<file path="config.mk">
export PLATFORM = sky130hd
export DESIGN_NAME = systolic_skew_feeder
export DESIGN_NICKNAME = d
export VERILOG_FILES = /design/src/rtl/systolic_skew_feeder.sv
export SDC_FILE = /design/constraint.sdc
export NUM_CORES = 1
export LEC_CHECK = 0
export ABC_AREA = 1
export CORE_UTILIZATION = 35
export DETAILED_ROUTE_END_ITERATION = 7
export HOLD_SLACK_MARGIN = 0.12
export PLACE_DENSITY = 0.6
export SETUP_SLACK_MARGIN = 0.4
export SKIP_LAST_GASP = 1
export SLEW_MARGIN = 20
export SYNTH_ARGS = -nofsm -noshare
export SYNTH_HDL_FRONTEND = slang
export SYNTH_SLANG_ARGS = --single-unit
</file>
<file path="constraint.sdc">
create_clock -name clk -period 1.45 [get_ports clk]
set_clock_uncertainty 0.1 [all_clocks]
set_input_delay 0.29 -clock clk [delete_from_list [all_inputs] [get_ports clk]]
set_output_delay 0.29 -clock clk [all_outputs]
set_load 0.05 [all_outputs]
</file>
<file path="src/rtl/systolic_skew_feeder.sv">
// Skews an N-lane vector stream so lane i reaches the PE edge i+1 cycles after acceptance, then flushes and pulses block_done.
// Optional bubble counter is built only when FEEDER_BUBBLE_CNT_EN is defined.
module systolic_skew_feeder #(
  parameter int BIT_WIDTH = 16,
  parameter int N         = 4
) (
  input  logic                   clk,
  input  logic                   rst_n,
  input  logic                   in_valid,
  output logic                   in_ready,
  input  logic [N*BIT_WIDTH-1:0] in_data,
  input  logic                   in_last,
  output logic [N*BIT_WIDTH-1:0] out_data,
  output logic                   pe_clr_n,
  output logic                   block_done,
  output logic [15:0]            bubble_cnt
);

  typedef enum logic [1:0] {S_IDLE, S_STREAM, S_FLUSH, S_DONE} state_t;

  localparam int FLUSH_LAST = (N > 1) ? N - 2 : 0;
  localparam int CW         = (N > 2) ? $clog2(N - 1) : 1;

  state_t          state;
  state_t          state_nxt;
  logic [CW-1:0]   flush_cnt;
  logic            accept;

  assign accept = in_valid && in_ready;

  always_ff @(posedge clk) begin
    if (!rst_n) state <= S_IDLE;
    else        state <= state_nxt;
  end

  // A single-lane array has nothing left to drain, so the last vector goes straight to DONE.
  always_comb begin
    state_nxt = state;
    case (state)
      S_IDLE, S_STREAM: begin
        if (accept) begin
          if (in_last) state_nxt = (N == 1) ? S_DONE : S_FLUSH;
          else         state_nxt = S_STREAM;
        end
      end
      S_FLUSH: begin
        if (flush_cnt == CW'(FLUSH_LAST)) state_nxt = S_DONE;
      end
      S_DONE:  state_nxt = S_IDLE;
      default: state_nxt = S_IDLE;
    endcase
  end

  always_comb begin
    in_ready   = (state == S_IDLE) || (state == S_STREAM);
    block_done = (state == S_DONE);
    pe_clr_n   = !((state == S_IDLE) && in_valid);
  end

  always_ff @(posedge clk) begin
    if (!rst_n)                flush_cnt <= '0;
    else if (state == S_FLUSH) flush_cnt <= flush_cnt + 1'b1;
    else                       flush_cnt <= '0;
  end

  for (genvar gi = 0; gi < N; gi++) begin : g_lane
    logic [BIT_WIDTH-1:0] pipe [gi+1];

    // Stages shift unconditionally; zeros fill in whenever nothing is accepted.
    always_ff @(posedge clk) begin
      if (!rst_n) begin
        for (int j = 0; j <= gi; j++) pipe[j] <= '0;
      end else begin
        pipe[0] <= accept ? in_data[gi*BIT_WIDTH +: BIT_WIDTH] : '0;
        for (int j = 1; j <= gi; j++) pipe[j] <= pipe[j-1];
      end
    end

    assign out_data[gi*BIT_WIDTH +: BIT_WIDTH] = pipe[gi];
  end

`ifdef FEEDER_BUBBLE_CNT_EN
  logic [15:0] bubble_q;

  always_ff @(posedge clk) begin
    if (!rst_n)
      bubble_q <= '0;
    else if ((state == S_IDLE) && accept)
      bubble_q <= '0;
    else if ((state == S_STREAM) && !accept && (bubble_q != 16'hFFFF))
      bubble_q <= bubble_q + 16'd1;
  end

  assign bubble_cnt = bubble_q;
`else
  assign bubble_cnt = 16'h0000;
`endif

endmodule

</file>
# == Yosys cells after proc, flatten, opt, wreduce, memory -nomap -nowiden ==
# Memories as Yosys holds them, arrays and structs flattened.
# Cells that the tools add are included.
# op_classes
n_addsub,1
reduce_logical,9
n_mux,21
n_eq_ne,6
bitwise,9
# ops
cell,n
2-to-1 mux 16 bit,14
OR reduction 16 bit,1
bitwise OR 1 bit,9
"equality test 2 bit, second input constant",3
2-to-1 mux 2 bit,3
case mux 2 bit (3 select lines),1
"inequality test 2 bit, second input constant",2
AND reduction 2 bit,2
2-to-1 mux 1 bit,3
"adder 2 x 1 -> 2 bit, second input constant",1
"equality test 2 x 1 -> 1 bit, second input constant",1
logical AND 1 bit,2
zero test 2 bit,1
OR reduction 2 bit,1
zero test 1 bit,1
logical OR 1 bit,1
# word_totals
mem_bits_rw,160
memories,4
ff_bits,4
output_inout_bits,83
in_bits,68
# memory_table
name,depth,width,read_ports,rd_ports_with_merged_regs,write_ports,line_no,rtl
g_lane[3].pipe,4,16,4,0,4,67,logic [BIT_WIDTH-1:0] pipe [gi+1];
g_lane[2].pipe,3,16,3,0,3,67,
g_lane[1].pipe,2,16,2,0,2,67,
g_lane[0].pipe,1,16,1,0,1,67,

# == Logic depth before layout (Yosys ltp) ==
# depth
ltp_word,5
ltp_mapped,6
ltp_nobuf,6

# == Worst setup path after synthesis ==
# Ideal clock, no wire load.
# synth_path
path_type,reg2out
startpoint,register state[1]
endpoint,output pe_clr_n
path_slack_ns,0.054
path_stages_with_launch,3
t_required_ns,1.060
arrival_ns,1.006
path_buffers,0
path_cell_list,dfxtp_1 > inv_2 > nand3_1
# synth_via
elab_chain_cells,3
# synth_lines
element,line_no,rtl
"start, declared",24,state_t state;
"start signal, assigned",33,else state <= state_nxt;
zero test 2 bit,57,pe_clr_n = !((state == S_IDLE) && in_valid);
logical AND 1 bit,57,
zero test 1 bit,57,
"end, declared",14,"output logic pe_clr_n,"
# Every way passes these cells.

# == Final worst setup path ==
# layout_path
startpoint,register state[1]
endpoint,output block_done
# layout_via
elab_chain_cells,1
# layout_lines
element,line_no,rtl
equality test 2 bit,56,block_done = (state == S_DONE);
"end, declared",15,"output logic block_done,"
# Every way passes these cells.

==> metrics.yaml <==
status: "finished, violations left"
violations: "negative setup slack"
min_path_cells: 4
dr.pass1.iters: 4
path_cells: "nand2_4 > clkinvlp_4 > buf_12"
reg2reg_to: "g_lane[1].pipe[0][8]"
cts_made_buffers: 17
num_rows: 44
crit_slowest_cell: "dfxtp_4"
ir_worst_vdd_uv: 765.3
cts_sinks: 164
worst-path-buf-inv: 2
place_ws_ns: -0.1096
critical_path_arrival_ns: 1.10
yosys_warnings: 0
critical-path-top-delay-family: "flip-flops"
fin_area_um2: 8424
synth_cell_type_count: 15
cts_tree: "done"
overflow: 0
fin_ws_ns: -0.04017
r2r-start: "state[1]"
clk_path_buf_depth: 2
areaGrowthSynthToFinish_pct: 61.39
cp.required_ns: 1.06
grt_pass1_wl_um: 14010
setup_viol: 2
whs_ns: 0.2261
htreeDepth: 4
power_leakage_nw: 4.286
fin_cells: 892
rsz0062_at_grt: "true"
die_h_um: 124.1
r2r_cells: 6
syn_avg_cell_area_um2: 9.142
fp.dieArea_um2: 15410
numPortBuffers: 134
grt_usage: 0.1260
synthCells: 571
vias: 3341
insertion_delay_ns: 0.42
ant_nets: 0
num-nets-final: 763
startpoint_type: "flip-flop"
dp.cells: 845
period_share: 1.028
drtIter0Drc: 113
rrSetupSlack_ns: 0.18
die_w_um: 124.1
synth_seq_cells: 164
place_congestion: 0.6980
dpl.hpwl_um: 5852
coreArea_um2: 14530
slowest_delay_ns: 0.37
drcViolationCount: 0
grt_max_degree: 51
drt-total-wl_um: 9405
holdBufCountCts: 0
routedWlPerCell_um: 10.54
min_period_ns: 1.490
drive_gt1_frac: 0.3649
hold_violations: 0
timing_worst_setup_path_type: "reg -> out"
hp-start: "rst_n"
initial_core_util: 0.3592
cts-root-buf: "clkbuf_16"
grt_pass1_vias: 3153
syn_area_um2: 5220
antenna_found_initial: 1
whs_endpoint: "g_lane[3].pipe[3][11]"
synth-seq-area-share: 0.6290
path_max_fanout: 3
drv_slew: 0
clkTransAtPathRegs_ns: 0.06
fmax_mhz: 671.1
placed_area_um2: 7127
hold_class: "in -> reg"
num_io_pins: 151
drt-vias-per-instance: 3.746
maxCapViolCount: 0
power_density_nw_per_um2: 1221
crit_path_end_kind: "output pin"
synthesized netlist by cell type (all sizes together):
| library cell | n | share of area |
|---|---|---|
| nand3 | 6 | 0.0067 |
| nor2 | 67 | 0.072 |
| conb | 1 | 0.00072 |
| ha | 1 | 0.0024 |
| dfxtp | 164 | 0.63 |
| inv | 166 | 0.12 |
| nand2 | 99 | 0.071 |
| buf | 66 | 0.098 |
| o21ai | 1 | 0.00096 |
routing by layer:
metal	track usage	wire (µm)
met1	0.1189	3303
met2	0.2193	5197
met3	0.05540	518
met4	0.08557	384
met5	0	0
final cells by class:
type                       count  area, µm²
fill                        1207       6110
clock inverter                11      126.4
clock buffer                  21      480.5
tap                          184      230.2
inverter                     166      631.9
multi-input combinational    190       1225
sequential                   164       3368
timing repair buffer         155       2360
antenna                        1      2.502
timing repair:
| action | 4_1_cts | 5_1_grt |
|---|---|---|
| endpoints found under the setup margin | 131 | 133 |
| setup buffers | 7 | 1 |
| gates cloned | 5 | 1 |
| resized for setup | 79 | 77 |
| pin swaps | 0 | 0 |
layout by cell type, fill, tap and decap left out, drive strengths merged:
cell	n
dlygate4sd2	1
clkdlybuf4s50	65
nand3	6
inv	165
nand2	99
clkinvlp	5
ha	1
nor2	67
clkinv	5
diode	1
conb	16
clkbuf	22
bufinv	2
o21ai	1
dfxtp	164
buf	88
power breakdown:
group | switching [mW] | internal, mW
clock network | 1.72 | 2.72
logic | 0.602 | 0.539
registers | 0.0632 | 4.65
total | 2.38 | 7.91
registers in the layout, indices dropped and copies added, names as in the netlist:
register / flops
flush_cnt: 2
g_lane.pipe: 160
state: 2
tightest hold or removal path, stage by stage:
cell and delay (ns):
buf_4 0.15, buf_4 0.18, nand2_1 0.06, inv_1 0.03
worst max-delay path by stage:
stage	depth (start not counted)	startpoint	end	slack, ns
after floorplan	5	state[1]	g_lane[0].pipe[0][10]	0.38
after global placement	3	in_valid	pe_clr_n	-0.09
after detailed placement	4	in_valid	state[1]	-0.11
after CTS	3	state[1]	block_done	-0.05
after global routing	3	state[1]	block_done	-0.08
final	3	state[1]	block_done	-0.04
per-stage QoR:
step	TNS, ns	power (mW)	util
final	-0.07075	10.29	0.5796
after global routing	-0.1598	10.70	0.5796
after CTS	-0.1010	10.30	0.5541
after detailed placement	-4.519	5.729	0.4904
after global placement	-2.629	5.715	0.4904
after floorplan	0	5.343	-
kinds of logic (layout without fill, tap and decap cells):
kind of cell    Yosys count  in the layout  synth area share
flops                   164            164            0.6290
buf+inv                 232            353            0.2169
simple gates            172            172            0.1500
compound gates            1              1         0.0009579
other cells               1             17         0.0007184
fa+ha+maj                 1              1          0.002397
(Power assumes the default switching activity.)
